## config.mk

```make
export PLATFORM = sky130hd
export DESIGN_NAME = instruction_fetch
export DESIGN_NICKNAME = d
export VERILOG_FILES = /design/src/rtl/instruction_fetch.sv
export SDC_FILE = /design/constraint.sdc
export NUM_CORES = 1
export LEC_CHECK = 0
export ABC_AREA = 1
export BUFFER_PORTS_ARGS = -buffer_cell sky130_fd_sc_hd__buf_2
export CAP_MARGIN = 40
export CORE_ASPECT_RATIO = 1.5
export CORE_MARGIN = 1
export CORE_UTILIZATION = 30
export DETAILED_ROUTE_END_ITERATION = 7
export PLACE_DENSITY = 0.53
export SLEW_MARGIN = 20
export SYNTH_ARGS = -nofsm -noshare
export SYNTH_HDL_FRONTEND = slang
export SYNTH_SLANG_ARGS = --single-unit
```

## constraint.sdc

```tcl
create_clock -name clk -period 2.2 [get_ports clk]
set_clock_uncertainty 0.1 [all_clocks]
set_input_delay 0.22 -clock clk [delete_from_list [all_inputs] [get_ports clk]]
set_output_delay 0.22 -clock clk [all_outputs]
set_load 0.02 [all_outputs]
```

## src/rtl/instruction_fetch.sv

```systemverilog
// RV32 fetch stage and IF/ID register: owns the PC, drives a req/ack instruction
// memory port, absorbs decode stalls in a one-entry skid buffer and flushes on redirect.
module instruction_fetch #(
   parameter int unsigned     XLEN      = 32,
   parameter logic [XLEN-1:0] RESET_PC  = 32'h00000000,
   parameter logic [XLEN-1:0] NOP_INSTR = 32'h00000013
) (
   input  logic            clk,
   input  logic            rst,
   output logic            imem_req,
   output logic [XLEN-1:0] imem_addr,
   input  logic            imem_ack,
   input  logic [XLEN-1:0] imem_rdata,
   input  logic            stall,
   input  logic            branch_taken,
   input  logic [XLEN-1:0] branch_target,
   output logic            if_valid,
   output logic [XLEN-1:0] if_pc,
   output logic [XLEN-1:0] if_instr,
   output logic [6:0]      if_opcode
);

   typedef enum logic [1:0] {
      S_IDLE,
      S_FETCH,
      S_HOLD,
      S_DROP
   } state_t;

   state_t          r_state;
   logic [XLEN-1:0] r_pc;
   logic [XLEN-1:0] r_redirect_pc;
   logic [XLEN-1:0] r_skid_pc;
   logic [XLEN-1:0] r_skid_instr;
   logic            r_if_valid;
   logic [XLEN-1:0] r_if_pc;
   logic [XLEN-1:0] r_if_instr;

   logic [XLEN-1:0] w_target;
   logic [XLEN-1:0] w_pc_inc;
   logic [XLEN-1:0] w_if_instr;

   assign w_target = branch_target & ~XLEN'(3);
   assign w_pc_inc = r_pc + XLEN'(4);

   // The request is a pure function of the state register, so it never glitches.
   assign imem_req  = (r_state == S_FETCH) || (r_state == S_DROP);
   assign imem_addr = r_pc;

   assign w_if_instr = r_if_valid ? r_if_instr : NOP_INSTR;
   assign if_valid   = r_if_valid;
   assign if_pc      = r_if_pc;
   assign if_instr   = w_if_instr;
   assign if_opcode  = w_if_instr[6:0];

   // NOTE: all state updates use non-blocking assignments so every branch below
   // reads the pre-edge values of r_pc and r_if_valid, exactly like the hardware.
   always_ff @(posedge clk) begin
      if (rst) begin
         r_state       <= S_IDLE;
         r_pc          <= RESET_PC;
         r_redirect_pc <= RESET_PC;
         // NOTE: the skid entry is only read in S_HOLD, which reset leaves, so
         // clearing it is for clean waveforms rather than correctness.
         r_skid_pc     <= '0;
         r_skid_instr  <= NOP_INSTR;
         r_if_valid    <= 1'b0;
         r_if_pc       <= '0;
         r_if_instr    <= NOP_INSTR;
      end else begin
         case (r_state)
            S_IDLE: begin
               r_state <= S_FETCH;
            end

            S_FETCH: begin
               if (branch_taken && imem_ack) begin
                  r_pc       <= w_target;
                  r_if_valid <= 1'b0;
               end else if (branch_taken) begin
                  // The old request must complete before the new address may be driven.
                  r_redirect_pc <= w_target;
                  r_if_valid    <= 1'b0;
                  r_state       <= S_DROP;
               end else if (imem_ack && (!r_if_valid || !stall)) begin
                  r_if_valid <= 1'b1;
                  r_if_pc    <= r_pc;
                  r_if_instr <= imem_rdata;
                  r_pc       <= w_pc_inc;
               end else if (imem_ack) begin
                  r_skid_pc    <= r_pc;
                  r_skid_instr <= imem_rdata;
                  r_pc         <= w_pc_inc;
                  r_state      <= S_HOLD;
               end else if (!stall) begin
                  r_if_valid <= 1'b0;
               end
            end

            S_HOLD: begin
               if (branch_taken) begin
                  r_pc       <= w_target;
                  r_if_valid <= 1'b0;
                  r_state    <= S_FETCH;
               end else if (!stall) begin
                  r_if_valid <= 1'b1;
                  r_if_pc    <= r_skid_pc;
                  r_if_instr <= r_skid_instr;
                  r_state    <= S_FETCH;
               end
            end

            S_DROP: begin
               r_if_valid <= 1'b0;
               if (imem_ack) begin
                  // A redirect arriving with the ack is the youngest one and wins.
                  r_pc    <= branch_taken ? w_target : r_redirect_pc;
                  r_state <= S_FETCH;
               end else if (branch_taken) begin
                  r_redirect_pc <= w_target;
               end
            end

            default: begin
               r_state <= S_IDLE;
            end
         endcase
      end
   end

endmodule

```

### Word level (Yosys, flattened, before mapping)

Cells that the tools add are included.

| word-level totals | value |
|---|---|
| word-level logic and storage cells | 86 |
| bits in read-only memories | 0 |
| latch bits | 0 |
| memories | 0 |
| memory bits (writable) | 0 |
| bits of input ports | 69 |
| output and inout port bits | 105 |
| register bits | 195 |

| cells by class | value |
|---|---|
| div/mod/pow operators | 0 |
| multiplexer cells | 40 |
| reductions and logical operators | 16 |
| shift-type cells | 0 |
| multiply operators | 0 |
| equality and inequality tests | 18 |
| add/subtract/negate cells | 1 |
| $lt $le $gt $ge | 0 |
| bitwise logic cells | 3 |

Operators with widths:

| kind | number |
|---|---|
| 32-bit two-way mux | 20 |
| 32-bit one-hot mux with 2 select lines | 3 |
| 32-bit one-hot mux with 3 select lines | 1 |
| 32-bit by 3-bit adder with 32-bit output (second input constant) | 1 |
| 5-bit AND reduction | 3 |
| 2-bit two-way mux | 7 |
| 2-bit != test (second input constant) | 7 |
| 5-bit by 3-bit != test with 1-bit output (second input constant) | 2 |
| 3-bit != test (second input constant) | 3 |
| 2-bit one-hot mux with 4 select lines | 1 |
| 1-bit two-way mux | 7 |
| 6-bit AND reduction | 1 |
| 2-bit == test (second input constant) | 2 |
| 4-bit by 2-bit != test with 1-bit output (second input constant) | 1 |
| 4-bit AND reduction | 1 |
| 2-bit nonzero test | 2 |
| 3-bit by 2-bit != test with 1-bit output (second input constant) | 1 |
| 1-bit NOT | 3 |
| 1-bit one-hot mux with 3 select lines | 1 |
| 3-bit AND reduction | 1 |
| 3-bit nonzero test | 1 |
| 2-bit by 1-bit == test with 1-bit output (second input constant) | 1 |
| 1-bit logical AND | 2 |
| 1-bit zero test | 2 |
| other kinds (3) | 4 |

### Depth between registers and ports, before layout

Gate-level depths: netlist of run 1.

| logic depth | value |
|---|---|
| depth in word-level cells | 7 |
| mapped depth | 11 |
| gate-level depth less buffers | 11 |

### Least setup slack after synthesis of run 1

No wires, ideal clock.

| path | value |
|---|---|
| path type | register to register |
| start | register r_pc[3] (netlist: imem_addr[3]) |
| end | register r_pc[26] (netlist: imem_addr[26]) |
| clock period less this slack | 1857 ps |
| buffers on the path | 0 |
| library setup time | 122 ps |
| cell stages (with the launch flop) | 11 |
| arrival | 1636 ps |
| data required time | 1978 ps |
| setup slack | 343 ps |
| cell sequence | dfxtp_1 > ha_1 > nand2_1 > nor2_1 > nand2_1 > nor2_1 > nand2_1 > nand2_1 > nand2_1 > o21ai_0 > a21oi_1 |

| between the ends | value |
|---|---|
| longest elaborated chain between the ends | 6 |

Ends and longest elaborated chain:

| element | RTL line | text |
|---|---|---|
| from (decl) | 31 | `logic [XLEN-1:0] r_pc;` |
| from (signal assigned) | 78 | `r_pc <= w_target;` |
| from (signal assigned) | 89 | `r_pc <= w_pc_inc;` |
| from (signal assigned) | 93 | `r_pc <= w_pc_inc;` |
| 32-bit by 3-bit adder with 32-bit output * | 44 | `assign w_pc_inc = r_pc + XLEN'(4);` |
| 32-bit two-way mux | 90 | `end else if (imem_ack) begin` |
| 32-bit two-way mux * | 85 | `end else if (imem_ack && (!r_if_valid \|\| !stall)) begin` |
| 32-bit two-way mux * | 80 | `end else if (branch_taken) begin` |
| 32-bit two-way mux * | 77 | `if (branch_taken && imem_ack) begin` |
| 32-bit one-hot mux with 3 select lines * | 71 | `case (r_state)` |

Every way passes the cells marked *; elsewhere a longest branch is shown, timed or not. The select of a mux whose other input is x is not followed.
A chain may end at the register's enable or synchronous reset.

### Worst setup path after layout of run 1

| path | value |
|---|---|
| start | register r_pc[2] (netlist: imem_addr[2]) |
| end | register r_pc[26] (netlist: imem_addr[26]) |

Same word-level chain as after synthesis.

==> results of run 1 <==
[power groups by stage]
| stage | clock network (W) | logic [W] | registers [W] |
|---|---|---|---|
| final | 0.00327 | 0.00136 | 0.00389 |
| after global routing | 0.00348 | 0.00153 | 0.00392 |
| after CTS | 0.00337 | 0.00138 | 0.00389 |
| after detailed placement | 0 | 0.00131 | 0.00397 |
| after global placement | 0 | 0.00130 | 0.00396 |
| after floorplan | 0 | 0.000740 | 0.00405 |
[kinds of logic after synthesis]
family | count (synthesis) | synth area share, %
buf+inv | 220 | 9.792
simple gates | 552 | 23.13
xor+xnor | 9 | 0.8337
flops | 195 | 41.29
fa+ha+maj | 1 | 0.1323
compound gates | 418 | 24.82
[how the worst max path moves through the flow]
stage	to	depth (start not counted)
3_5_place_dp	imem_addr[26]$_SDFFE_PP0P_	10
6_report	imem_addr[26]$_SDFFE_PP0P_	10
5_1_grt	imem_addr[26]$_SDFFE_PP0P_	10
4_1_cts	imem_addr[26]$_SDFFE_PP0P_	10
3_3_place_gp	imem_addr[26]$_SDFFE_PP0P_	10
2_1_floorplan	imem_addr[26]$_SDFFE_PP0P_	10
[cell type report]
type / instances / share of cell area, %
antenna: 1 / 0.02129
tap: 405 / 4.312
multi-input combinational: 980 / 39.45
timing repair buffer: 253 / 14.12
clock buffer: 20 / 3.971
sequential: 195 / 33.22
inverter: 115 / 3.705
clock inverter: 11 / 1.203
[flip-flops by register name (all words and copies together), names as in the netlist]
| name | cells |
|---|---|
| imem_addr | 32 |
| r_skid_instr | 32 |
| if_pc | 32 |
| r_skid_pc | 32 |
| r_redirect_pc | 32 |
| r_state | 2 |
| r_if_instr | 32 |
| if_valid | 1 |
[repair_timing]
action	CTS	global route
hold buffers	40	0
endpoints found under the setup margin	0	3
hold endpoints to repair	47	0
resized for setup	0	3
[layer usage]
| metal | vias up | global-route usage, % |
|---|---|---|
| met2 | 230 | 30.68 |
| met1 | 4352 | 23.77 |
| met3 | 43 | 3.264 |
| met4 | 0 | 7.766 |
| li1 | 4930 | - |
| met5 | - | 0 |
[placed cells by master, fill, tap and decap left out, drive strengths merged]
cell type / count
a21oi: 107
clkinvlp: 1
nor2: 201
diode: 1
clkinv: 3
a211oi: 9
dlygate4sd3: 40
dfxtp: 195
or2: 4
o211ai: 10
nor3: 3
a31oi: 6
nor3b: 1
buf: 213
inv: 120
o211a: 31
a221oi: 3
bufinv: 2
ha: 1
nand3b: 1
o21ai: 232
o22ai: 19
clkbuf: 20
xnor2: 1
xor2: 8
o311ai: 1
nand2: 281
nand3: 61
[critical path, delay by kind of cell (launching register included)]
family	cells	cell delay [ns]
AO/OA/AOI/OAI	2	0.23
adder cells (fa/ha/maj)	1	0.22
flip-flops	1	0.44
AND/OR/NAND/NOR	7	0.93
[through the flow]
step           util (%)  hold WS, ns  cell area (µm²)  instances
6_report          37.86      0.02092            11750       1980
3_3_place_gp      34.57       0.3340            10730       1908
2_1_floorplan         -       0.1891             9455       1395
4_1_cts           37.82     0.003974            11740       1979
5_1_grt           37.86      0.02613            11750       1980
3_5_place_dp      34.57       0.3383            10730       1908
==> impl_results.md, run 1 <==
- Power per cell area: 725.4 mW/mm²
- Top cell type's share of synthesized area: 41.29%
- 1st-iter DRT viols: 494
- Mapped Area: 0.009455 mm²
- Tcrit/Tclk final: 92.31%
- Peak fanout along the critical path: 6
- Logic pwr share: 16.0%
- Fillers: 3383
- CP max stage cell: dfxtp_1
- Synth top cells by count: nand2_1 (280), o21ai_0 (230), nor2_1 (197)
- Setup bufs post-CTS: 0
- Die span in y: 219.4 µm
- Row count: 79
- Worst reg-to-reg path cell count: 10
- Routed length on met3: 1225 µm
- Power Total: 0.008524 W
- Worst reg2reg setup slack: 0.17 ns
- TritonCTS buffer count: 17
- Final Net Count: 1632
- Die span in x: 147.0 µm
- Syn_nets: 1465
- Most Frequent Cell on Critical Path: nand2_1
- Slowest Stage Delay on Critical Path: 0.44 ns
- Dpl ws: 0.1379 ns
- CTS Buffer Depth: 2
- CP Launch Point: imem_addr[2]$_SDFFE_PP0P_
- EDFF count, synth: 0
- R2r endpoint: imem_addr[26]$_SDFFE_PP0P_
- DR vias/cell: 4.826
- Fin crit period: 2.031 ns
- CP Capture Type: register
- Worst EP required: 2.44 ns
- Internal power: 0.006029 W
- Setup-failing EPs final: 0
- Final Hold Vio Count: 0
- IO Port Bufs: 171
- Number of global-route vias before repair: 8619
- Slew of the pin with the lowest slew margin: 0.5427 ns
- Post-synthesis sequential area ratio: 41.29%
- I/O pin count: 174
- Grt total ovfl: 0
- Clock Latency Late Sink: 0.45 ns
- CTS tree: yes
- WL/cell: 15.01 µm
- Power share of the clock group: 38.4%
- DR top layer: met4
- FF+latch area: 0.003904 mm²
- DP HPWL: 20630 µm
- Gate Count Post-Synth: 1395
- Crit Path Category: reg2reg
- GPL Wtd Cong: 0.8598
- Switch Pwr: 0.002495 W
- Flop pwr share: 45.6%
- Share of post-route cells with drive strength above 1: 16.77%
- Crit path launch type: register
- Met1 Routed Length: 13650 µm
- CP arrival: 2.28 ns
- CP cell instances: ha_1 > nand2_1 > nor2_1 > nand2_1 > nor2_2 > nand2_1 > nand2_1 > nand2_1 > o21ai_0 > a21oi_1
- Antenna Nets Post-Route: 0
- DR vias: 9555
- Setup TNS: 0 ns
- Global-route wire length before repair: 46810 µm
- Outcome: completed
- Initial Util: 30.46%
- Multi-input logic area: 0.004636 mm²
- Final WL: 29730 µm
- Syn Area/Cell: 6.778 µm²
- Async SR Flop Fraction: 0%
- DRC: 0
- Max-slew violations: 0
- First-pass iteration count of the detailed router: 5
- Worst-path clk slew: 0.08 ns
- Worst setup margin: 0.1692 ns
- Hold Crit Endpoint: imem_addr[30]$_SDFFE_PP0P_
- GRT Overall Usage: 18.58%
- Area contributors post-synth: dfxtp_1 (41%), o21ai_0 (12%), nand2_1 (11%)
- WL met2: 14090 µm
- Core Region: 0.03104 mm²
- Area Growth Syn to Fin: 24.28%
- Synth area leader: dfxtp_1
- Leakage: 5.411 nW
- Ys Warns: 0
- RSZ-0062 raised after global routing: false
- Htree depth: 4
- Clk sinks: 195
- Hold path depth: 5
- Count leader, synth: nand2_1
- Clock root cell: clkbuf_16
- Switching share of power: 29.27%
- HP Start: branch_target[30]
- Max transition margin: 63.77%
- Initial antenna violation count: 1
- FF+latch count, synth: 195
- Fmax: 0.4924 GHz
- MaxCap Viol Count: 0
- Peak supply drop: 0.0005096 V
- Ys flop type: dfxtp_1
- Cell variety after synth: 34
- FF-to-FF Start: imem_addr[2]$_SDFFE_PP0P_
- Largest net degree at the start of global routing: 77
- HP Class: in2reg
- DIE AREA: 0.03225 mm²
No activity file was read; power rests on OpenSTA's default activity.
==> run 2: changes to the inputs <==
--- a/config.mk
+++ b/config.mk
@@ -13,6 +13,7 @@
 export CORE_UTILIZATION = 30
 export DETAILED_ROUTE_END_ITERATION = 7
 export PLACE_DENSITY = 0.53
+export RECOVER_POWER = 100
 export SLEW_MARGIN = 20
 export SYNTH_ARGS = -nofsm -noshare
 export SYNTH_HDL_FRONTEND = slang
==> constraint.sdc (replaced) <==
create_clock -name clk -period 2.2 [get_ports clk]
set_clock_uncertainty 0.1 [all_clocks]
set_input_delay 0.66 -clock clk [delete_from_list [all_inputs] [get_ports clk]]
set_output_delay 0.66 -clock clk [all_outputs]
set_load 0.02 [all_outputs]
==> run 2 against run 1 <==
  * Critical path depth shrank 8
  * Combinational power fell by 4%
  * Register-to-register slack about the same
  * Sequential share of layout area grew 1.3 points
  * Clock power is 2% lower
  * Clock-buffer cell count up 3
  * Via count fell by 1.3%
  * Maximum frequency decreased by 6.0%
  * Routed wire length is 0.75% lower
  * Cell count decreased by 1.7%
  * Flip-flop and latch count is the same
  * Critical path type is now reg2out
  * Largest power group unchanged
==> impl_results.md, run 2 (synthesis results as in run 1) <==
- HP Class: in2reg
- CP cell instances: clkbuf_1 > buf_2
- Die span in x: 147.0 µm (unchanged)
- 1st-iter DRT viols: 547 (+11%)
- Row count: 79 (unchanged)
- Final instance area: 0.01130 mm² (-3.8%)
- Fmax: 0.4627 GHz (-6.0%)
- Final Hold Vio Count: 0 (unchanged)
- Peak supply drop: 0.0005061 V (-0.69%)
- Core Region: 0.03104 mm² (unchanged)
- DR vias: 9431 (-1.3%)
- CP arrival: 1.40 ns (-0.88 ns)
- CP Capture Type: primary output
- Leakage: 5.005 nW (-7.5%)
- Tcrit/Tclk final: 98.24% (+5.9 points)
- Initial Util: 30.46% (unchanged)
- Area Growth Syn to Fin: 19.56%
- CTS Buffer Depth: 2 (unchanged)
- Worst-path clk slew: 0.08 ns (about the same)
- Most common cell after layout, fill and taps aside: nand2_1
- Clock Latency Late Sink: 0.45 ns (about the same)
- Crit path launch type: register
- Power per cell area: 743.4 mW/mm² (+2.5%)
- IO Port Bufs: 171 (unchanged)
- Number of global-route vias before repair: 8417 (-2.3%)
- Final WL: 29510 µm (-0.75%)
- DIE AREA: 0.03225 mm² (unchanged)
- GPL Wtd Cong: 0.8389 (-2.4%)
- Clock root cell: clkbuf_16
- Peak fanout along the critical path: 4 (-2)
- Fin crit period: 2.161 ns (+0.1305 ns)
- Worst EP required: 1.44 ns (-1.00 ns)
- RSZ-0062 raised after global routing: true
- CP max stage cell: dfxtp_1
- Commonest non-fill, non-tap cells in the layout: nand2_1 (280), o21ai_0 (230), nor2_1 (196), dfxtp_1 (195), inv_1 (110)
- Crit Path Category: reg2out
- Antenna Nets Post-Route: 0 (unchanged)
- Max transition margin: 62.32% (-1.4 points)
- WL/cell: 15.15 µm (+0.94%)
- Setup TNS: 0 ns (unchanged)
- Clk sinks: 195 (unchanged)
- DR vias/cell: 4.844 (+0.38%)
- Die span in y: 219.4 µm (unchanged)
- Share of post-route cells with drive strength above 1: 12.78% (-4.0 points)
- Setup bufs post-CTS: 0 (unchanged)
- Power Total: 0.008404 W (-1.4%)
- I/O pin count: 174 (unchanged)
- Global-route wire length before repair: 47030 µm (+0.47%)
- MaxCap Viol Count: 0 (unchanged)
- Initial antenna violation count: 2 (+1)
- GRT Overall Usage: 18.63% (+0.053 points)
- Outcome: completed
- Dpl cell area: 0.01086 mm² (+1.2%)
- CTS tree: yes
- Grt total ovfl: 0 (unchanged)
- Final Net Count: 1598 (-2.1%)
- Max-slew violations: 0 (unchanged)
- Setup-failing EPs final: 0 (unchanged)
- TritonCTS buffer count: 17 (unchanged)
- Slew of the pin with the lowest slew margin: 0.5652 ns (+0.02245 ns)
- Slowest Stage Delay on Critical Path: 0.42 ns (-0.02 ns)
- First-pass iteration count of the detailed router: 6 (+1)
- Htree depth: 4 (unchanged)
- Largest net degree at the start of global routing: 86 (+12%)
- DRC: 0 (unchanged)
- DP HPWL: 20780 µm (+0.71%)
- Hold slack: 0.3282 ns (+0.3073 ns)
## run 2: cell types whose count changed in the layout (fill, tap and decap cells not counted), sizes merged
cell,delta
clkinvlp,+1
inv,-3
dlygate4sd3,-40
buf,-95
clkbuf,+104
## run 2: timing repair
item                                    CTS  global route
resized for setup                         1             3
hold buffers                              0             0
endpoints found under the setup margin    6            11
pin swaps                                 0             0
## run 2: path summary, 6_finish.rpt
check	cells after the start	to	slack, ns	from
worst max register to register	11	imem_addr[30]$_SDFFE_PP0P_	0.17	imem_addr[2]$_SDFFE_PP0P_
worst max-delay path	2	imem_addr[18]	0.04	imem_addr[18]$_SDFFE_PP0P_
worst min-delay path	3	r_skid_instr[4]$_SDFFE_PP1P_	0.33	imem_rdata[4]
worst min register to register	2	r_skid_instr[3]$_SDFFE_PP0P_	0.35	r_skid_instr[3]$_SDFFE_PP0P_
## run 2: per-layer routing
| layer | vias to the layer above | GRT usage (%) | routed length, µm |
|---|---|---|---|
| met5 | - | 0 | 0 |
| met4 | 0 | 5.876 | 582 |
| met3 | 30 | 2.952 | 1086 |
| met2 | 217 | 31.15 | 14100 |
| met1 | 4329 | 24.43 | 13740 |
| li1 | 4855 | - | - |
## run 2: critical path, delay by kind of cell, from the launching register on
family,cells,cell delay (ns)
flops,1,0.42
buf+inv,2,0.53
## run 2: layout make-up
class	instances	area (µm²)
timing repair buffer	219	1237
sequential	195	3904
multi-input combinational	980	4622
inverter	115	435.4
clock inverter	9	118.9
tap	405	506.7
antenna	1	2.502
clock buffer	23	478.0
fill	3439	19730
## run 2: power by group
part / leakage, nW / switching, W / internal, W
logic: 3.13 / 0.000861 / 0.000443
clock network: 0.285 / 0.00143 / 0.00178
registers: 1.59 / 0.000153 / 0.00374
total: 5.01 / 0.00244 / 0.00596
## run 2: metrics by stage
stage               setup WS (ns)  utilization, %  instances
detailed placement         0.1299           35.00       1914
global route             -0.03588           36.41       1946
finish                    0.03876           36.42       1947
CTS                       0.01613           36.93       1946
floorplan                  0.1467               -       1395
global placement           0.1402           35.00       1914
